<file path="src/rtl/ex_stage_pkg.sv">
// Shared opcode and branch-condition encodings for the execute stage and its ALU.
package ex_stage_pkg;

  localparam int DEFAULT_WIDTH = 16;

  localparam logic [2:0] ALU_ADD   = 3'd0;
  localparam logic [2:0] ALU_SUB   = 3'd1;
  localparam logic [2:0] ALU_AND   = 3'd2;
  localparam logic [2:0] ALU_OR    = 3'd3;
  localparam logic [2:0] ALU_XOR   = 3'd4;
  localparam logic [2:0] ALU_SHL   = 3'd5;
  localparam logic [2:0] ALU_SHR   = 3'd6;
  localparam logic [2:0] ALU_PASSB = 3'd7;

  localparam logic [2:0] COND_AL = 3'd0;
  localparam logic [2:0] COND_EQ = 3'd1;
  localparam logic [2:0] COND_NE = 3'd2;
  localparam logic [2:0] COND_LT = 3'd3;
  localparam logic [2:0] COND_GE = 3'd4;
  localparam logic [2:0] COND_VS = 3'd5;
  localparam logic [2:0] COND_MI = 3'd6;
  localparam logic [2:0] COND_NV = 3'd7;

endpackage

</file>
<file path="src/rtl/ex_stage_alu.sv">
// ALU_16: purely combinational WIDTH-bit ALU, wrap-around results, no backpressure.
// z/n follow the result; v reports signed overflow for ADD/SUB only.
module ALU_16
  import ex_stage_pkg::*;
#(
  parameter int WIDTH = DEFAULT_WIDTH
) (
  input  logic [2:0]       alu_op,
  input  logic [WIDTH-1:0] alu_a,
  input  logic [WIDTH-1:0] alu_b,
  output logic [WIDTH-1:0] alu_out,
  output logic             z,
  output logic             v,
  output logic             n
);

  localparam int SH = $clog2(WIDTH);

  always_comb begin
    alu_out = '0;
    v       = 1'b0;
    case (alu_op)
      ALU_ADD: begin
        alu_out = alu_a + alu_b;
        v = (alu_a[WIDTH-1] == alu_b[WIDTH-1]) && (alu_out[WIDTH-1] != alu_a[WIDTH-1]);
      end
      ALU_SUB: begin
        alu_out = alu_a - alu_b;
        v = (alu_a[WIDTH-1] != alu_b[WIDTH-1]) && (alu_out[WIDTH-1] != alu_a[WIDTH-1]);
      end
      ALU_AND: alu_out = alu_a & alu_b;
      ALU_OR:  alu_out = alu_a | alu_b;
      ALU_XOR: alu_out = alu_a ^ alu_b;
      ALU_SHL: alu_out = alu_a << alu_b[SH-1:0];
      ALU_SHR: alu_out = alu_a >> alu_b[SH-1:0];
      default: alu_out = alu_b;
    endcase
  end

  assign z = (alu_out == '0);
  assign n = alu_out[WIDTH-1];

endmodule

</file>
<file path="src/rtl/ex_stage.sv">
// Execute stage: 1-cycle ALU result into a single-entry EX/MEM register, CCR, branch redirect.
// in_ready drops only while a held result is stalled by out_ready=0 and no redirect is pending.
module ex_stage
  import ex_stage_pkg::*;
#(
  parameter int WIDTH = DEFAULT_WIDTH,
  parameter int RW    = 3
) (
  input  logic             clk,
  input  logic             rst,
  input  logic             in_valid,
  output logic             in_ready,
  input  logic [2:0]       in_alu_op,
  input  logic [WIDTH-1:0] in_a,
  input  logic [WIDTH-1:0] in_b,
  input  logic [RW-1:0]    in_rd,
  input  logic             in_wb_en,
  input  logic             in_set_flags,
  input  logic             in_is_branch,
  input  logic [2:0]       in_cond,
  input  logic [WIDTH-1:0] in_br_target,
  output logic             out_valid,
  input  logic             out_ready,
  output logic [WIDTH-1:0] out_result,
  output logic [RW-1:0]    out_rd,
  output logic             out_wb_en,
  output logic             flag_z,
  output logic             flag_v,
  output logic             flag_n,
  output logic             br_taken,
  output logic [WIDTH-1:0] br_target
);

  function automatic logic cond_true(input logic [2:0] cond, input logic z, input logic v,
                                     input logic n);
    case (cond)
      COND_AL: cond_true = 1'b1;
      COND_EQ: cond_true = z;
      COND_NE: cond_true = !z;
      COND_LT: cond_true = n ^ v;
      COND_GE: cond_true = !(n ^ v);
      COND_VS: cond_true = v;
      COND_MI: cond_true = n;
      default: cond_true = 1'b0;
    endcase
  endfunction

  logic             out_valid_q, out_valid_d;
  logic [WIDTH-1:0] out_result_q, out_result_d;
  logic [RW-1:0]    out_rd_q, out_rd_d;
  logic             out_wb_en_q, out_wb_en_d;
  logic [2:0]       ccr_q, ccr_d;
  logic             br_taken_q, br_taken_d;
  logic [WIDTH-1:0] br_target_q, br_target_d;

  logic [WIDTH-1:0] alu_out;
  logic             alu_z, alu_v, alu_n;
  logic             acc, live, load;

  ALU_16 #(.WIDTH(WIDTH)) u_alu (
    .alu_op  (in_alu_op),
    .alu_a   (in_a),
    .alu_b   (in_b),
    .alu_out (alu_out),
    .z       (alu_z),
    .v       (alu_v),
    .n       (alu_n)
  );

  assign in_ready = !out_valid_q || out_ready || br_taken_q;
  assign acc      = in_valid && in_ready;
  // The slot right after a taken branch carries a wrong-path instruction.
  assign live     = acc && !br_taken_q;
  assign load     = live && !in_is_branch;

  always_comb begin
    out_valid_d  = out_valid_q;
    out_result_d = out_result_q;
    out_rd_d     = out_rd_q;
    out_wb_en_d  = out_wb_en_q;
    ccr_d        = ccr_q;
    br_taken_d   = 1'b0;
    br_target_d  = br_target_q;
    if (load) begin
      out_valid_d  = 1'b1;
      out_result_d = alu_out;
      out_rd_d     = in_rd;
      out_wb_en_d  = in_wb_en;
      if (in_set_flags) ccr_d = {alu_z, alu_v, alu_n};
    end else if (out_valid_q && out_ready) begin
      out_valid_d = 1'b0;
    end
    if (live && in_is_branch && cond_true(in_cond, ccr_q[2], ccr_q[1], ccr_q[0])) begin
      br_taken_d  = 1'b1;
      br_target_d = in_br_target;
    end
  end

  always_ff @(posedge clk) begin
    if (rst) begin
      out_valid_q  <= 1'b0;
      out_result_q <= '0;
      out_rd_q     <= '0;
      out_wb_en_q  <= 1'b0;
      ccr_q        <= '0;
      br_taken_q   <= 1'b0;
      br_target_q  <= '0;
    end else begin
      out_valid_q  <= out_valid_d;
      out_result_q <= out_result_d;
      out_rd_q     <= out_rd_d;
      out_wb_en_q  <= out_wb_en_d;
      ccr_q        <= ccr_d;
      br_taken_q   <= br_taken_d;
      br_target_q  <= br_target_d;
    end
  end

  assign out_valid  = out_valid_q;
  assign out_result = out_result_q;
  assign out_rd     = out_rd_q;
  assign out_wb_en  = out_wb_en_q;
  assign flag_z     = ccr_q[2];
  assign flag_v     = ccr_q[1];
  assign flag_n     = ccr_q[0];
  assign br_taken   = br_taken_q;
  assign br_target  = br_target_q;

endmodule

</file>
<file path="config.mk">
export PLATFORM = sky130hd
export DESIGN_NAME = ex_stage
export DESIGN_NICKNAME = d
export VERILOG_FILES = /design/src/rtl/ex_stage_pkg.sv /design/src/rtl/ex_stage_alu.sv /design/src/rtl/ex_stage.sv
export SDC_FILE = /design/constraint.sdc
export NUM_CORES = 1
export LEC_CHECK = 0
export CAP_MARGIN = 25
export CORE_UTILIZATION = 55
export CTS_CLUSTER_DIAMETER = 120
export DETAILED_ROUTE_END_ITERATION = 10
export PLACE_DENSITY = 0.95
export SLEW_MARGIN = 20
export SYNTH_ARGS = -nofsm -noshare
export SYNTH_HDL_FRONTEND = slang
export SYNTH_SLANG_ARGS = --single-unit
</file>
<file path="constraint.sdc">
create_clock -name clk -period 10 [get_ports clk]
set_input_delay 1.5 -clock clk [delete_from_list [all_inputs] [get_ports clk]]
set_output_delay 1.5 -clock clk [all_outputs]
set_load 0.05 [all_outputs]
</file>
==> impl_results.md <==
- Setup Fix Bufs, Post-CTS: 0
- Power Dens Cells: 90.23 nW/um^2
- DRC viols: 0
- Reg clk slew, reported paths: 0.08 ns
- Starting Density: 57.82%
- Hold-fix buffers at CTS: 0
- Cts bufs inserted: 5
- Setup CP Type: input port to flip-flop
- Maximum root-to-sink buffer count: 2
- Pre-CTS WS: 4.345 ns
- Cells after Synth: around 760
- Placer Congestion: 1.059
- Reg2reg path depth: 9
- Top cell family by delay on the critical path: compound AO/OA/AOI/OAI gates
- Unrepaired setup endpoints after global routing: false
- Commonest non-fill, non-tap cell in the layout: clkdlybuf4s50_1
- Initial antenna violation count: 0
- Int Pwr: 0.0003429 W
- Rel. slew slack: between 40% and 50%
- Min Clock Period, post-route: 5.429 ns
- Area share of fa/ha/maj cells after synthesis: 12.46%
- Final WL: 19.40 mm
- Port bufs: ~110
- Synth Flop Type: dfxtp_1
- EDFF count, synth: 0
- Area delta synth->final: 21.14%
- Number of global-route vias before repair: between 5000 and 6000
- Most frequent cells in the layout: clkdlybuf4s50_1 (104), nor2_1 (90), a21oi_1 (79)
- Startpoint types: input port
- Row count: 35
- Die area: 10300 sq um
- Slowest library cell on the worst path: or4_1
- Clock latency on the worst-skew pair: 0.30 ns
- Die Ht: between 100 and 150 um
- Detail Route Antenna Nets: 0
- Crit Reg-Reg Startpoint: out_valid
- Final Hold Fails: 0
- Flop pwr share: 29.4%
- Synth Register Bits: approximately 40
- Via count: 6282
- Cell variety after synth: 72
- XOR/XNOR share of the synthesized area: 1.931%
- CP endpoint: ccr_q[2]
- Syn Nets: 878
- Post-DP HPWL: 14.88 mm
- Warnings from Yosys: 0
- CTS tree: built
- Grt ovf: 0
- Met3 Track Usage GR: 6.625%
- Register-to-register path setup slack: 7.52 ns
- Average cell area after synthesis: 7.154 sq um
- Ys async rst share: 0%
- Power Total: 0.0005950 W
- Global routing's busiest layer: met2
- Setup violations, final: 0
- Met1 Usage GRT: 46.72%
- WL per Instance: 20.29 um
- Worst r2r dst: ccr_q[2]
- Outcome: finished, final reports clean
- Cell Chain, Critical Path: clkdlybuf4s50_1 -> buf_4 -> inv_1 -> ha_1 -> nor2_1 -> a2111oi_0 -> o21bai_1 -> a21oi_1 -> o21bai_1 -> a21oi_1 -> mux2i_1 -> a31oi_1 -> or4_1 -> o31ai_2
- CTS root buf: clkbuf_8
- Post-synthesis simple-gate area fraction: a little over a fifth
- Ant diodes: 0
- First-pass GRT wire length: approximately 30 mm
- I/O pins: between 100 and 150
- Pin count of the biggest net entering global routing: 45
- WP depth: 14
- Starting DRT DRC Count: 839
- CP max FO: 37
- Worst slew pin tran: 0.8890 ns
- Fmax: 0.1842 GHz
- Met2 Track Usage GR: 61.70%
- P_leak: 2.744 nW
- Main combinational cell family by area after synthesis: compound AO/OA/AOI/OAI gates
- Mapped cell area: 5444 sq um
- # Max-Cap Violations: 0
- Vias per inst: approximately 6.6
- Worst endpoint required time: roughly 10 ns
- Logic pwr share: 51.5%
- Worst Path Arrival: 5.65 ns
- Seq/Total Area, Yosys: 15.08%
- Sw Pwr: 0.0002521 W
- Final period util: ~54%
- Setup TNS Final: 0 ns
- Clock power share: 19.1%
- DIE WIDTH: 101.5 um
- Max incr delay on CP: 0.56 ns
- Htree depth: 2
- # resized after CTS: 0
- Peak supply drop: 0.05431 mV
- Crit. Startpoint: in_b[2]
- Slew Viols, Final: 0
- Length of the first detailed-routing pass in iterations: 6
- Worst Skew: 0.01128 ns
- Critical Path Sink Type: flip-flop
- Mux cell area share after synthesis: 11.33%
- Layout cells sized above 1: under 10%
- Worst path bufs/invs: 3
- Final worst slack: 4.571 ns
- Clock tree sinks: 41
- Hold Crit Class: flip-flop to flip-flop
- Switch share: 42.37%
- Core ar.: roughly 9400 sq um
- GRT Util Overall: 37.03%
- NumNets Final: 943
- Post-synthesis compound-gate area fraction: 28.55%
-- power by group through the flow --
stage	logic (W)	clock network, W	registers [W]
4_1_cts	0.000296	0.000114	0.000175
2_1_floorplan	0.000171	0	0.000203
5_1_grt	0.000326	0.000121	0.000176
6_report	0.000306	0.000114	0.000175
3_5_place_dp	0.000295	0	0.000179
3_3_place_gp	0.000291	0	0.000178
-- how the worst min path moves through the flow --
stage | start | endpoint | slack, ns | depth (start not counted)
after global placement | out_rd[1] | out_rd[1] | 0.44 | 2
after CTS | out_result[5] | out_result[5] | 0.46 | 2
after detailed placement | out_result[13] | out_result[13] | 0.45 | 2
final | out_result[5] | out_result[5] | 0.46 | 2
after floorplan | out_rd[2] | out_rd[2] | 0.68 | 2
after global routing | out_result[6] | out_result[6] | 0.47 | 2
-- kinds of logic after synthesis --
family,Yosys count
and+or+nand+nor,258
DFF,41
buffers and inverters,110
muxes,52
adders and majority gates,53
AOI/OAI and AO/OA,235
xor gates and xnor gates,12
-- layer usage --
layer	up-vias	routed length, um
li1	2883	-
met1	2868	7619
met2	451	8716
met3	80	2286
met4	0	774
met5	-	0
-- synthesized netlist by cell type, types with 4 or more instances --
cell | number | area [sq um]
or3_1 | 4 | 25.02
nor2b_1 | 10 | 62.56
mux4_2 | 7 | 157.7
mux2i_1 | 38 | 380.4
ha_1 | 51 | 638.1
o22ai_1 | 5 | 31.28
o211ai_1 | 11 | 82.58
nor2_1 | 90 | 337.8
nor4_1 | 5 | 31.28
inv_1 | 48 | 180.2
a22oi_1 | 9 | 67.56
o21bai_1 | 7 | 52.55
nor3_1 | 24 | 120.1
nand2_1 | 77 | 289.0
clkbuf_1 | 31 | 116.4
o32ai_1 | 4 | 35.03
nand2b_1 | 7 | 43.79
a211oi_1 | 15 | 112.6
buf_2 | 17 | 85.08
a311oi_1 | 4 | 35.03
mux2_2 | 7 | 78.83
a32oi_1 | 6 | 52.55
nand4_1 | 7 | 43.79
a221oi_1 | 7 | 61.31
nand3_1 | 12 | 60.06
buf_1 | 6 | 22.52
buf_6 | 5 | 56.30
o21ai_0 | 35 | 175.2
xnor2_1 | 9 | 78.83
a21oi_1 | 79 | 395.4
a221o_1 | 5 | 50.05
a31oi_1 | 9 | 56.30
dfxtp_1 | 41 | 820.8
-- stage by stage --
step                      cells  hold WS [ns]  area [sq um]  util, %
after floorplan             761        0.6753          5444        -
after global placement      946        0.4415          6472    68.74
after detailed placement    947        0.4498          6487    68.90
after CTS                   955        0.4619          6584    69.93
after global routing        956        0.4739          6595    70.05
final                       956        0.4605          6595    70.05
-- area by class of cell --
class	count	area, sq um
fill	775	2820
tap	129	161.4
clock buffer	6	82.58
sequential	41	820.8
inverter	50	187.7
clock inverter	2	13.76
multi-input combinational	610	4174
timing repair buffer	118	1155
-- tightest hold or removal path: stages, from the launching register on --
cell,delay (ns)
dfxtp_1,0.31
nand2_1,0.05
a21oi_1,0.05
-- flip-flops by register name, indices dropped and copies added (netlist names) --
register and flops:
br_target 16, out_result 16, ccr_q 3, out_rd 3, br_taken 1, out_valid 1
out_wb_en 1
Note: power is estimated with default switching activity, not from simulation.
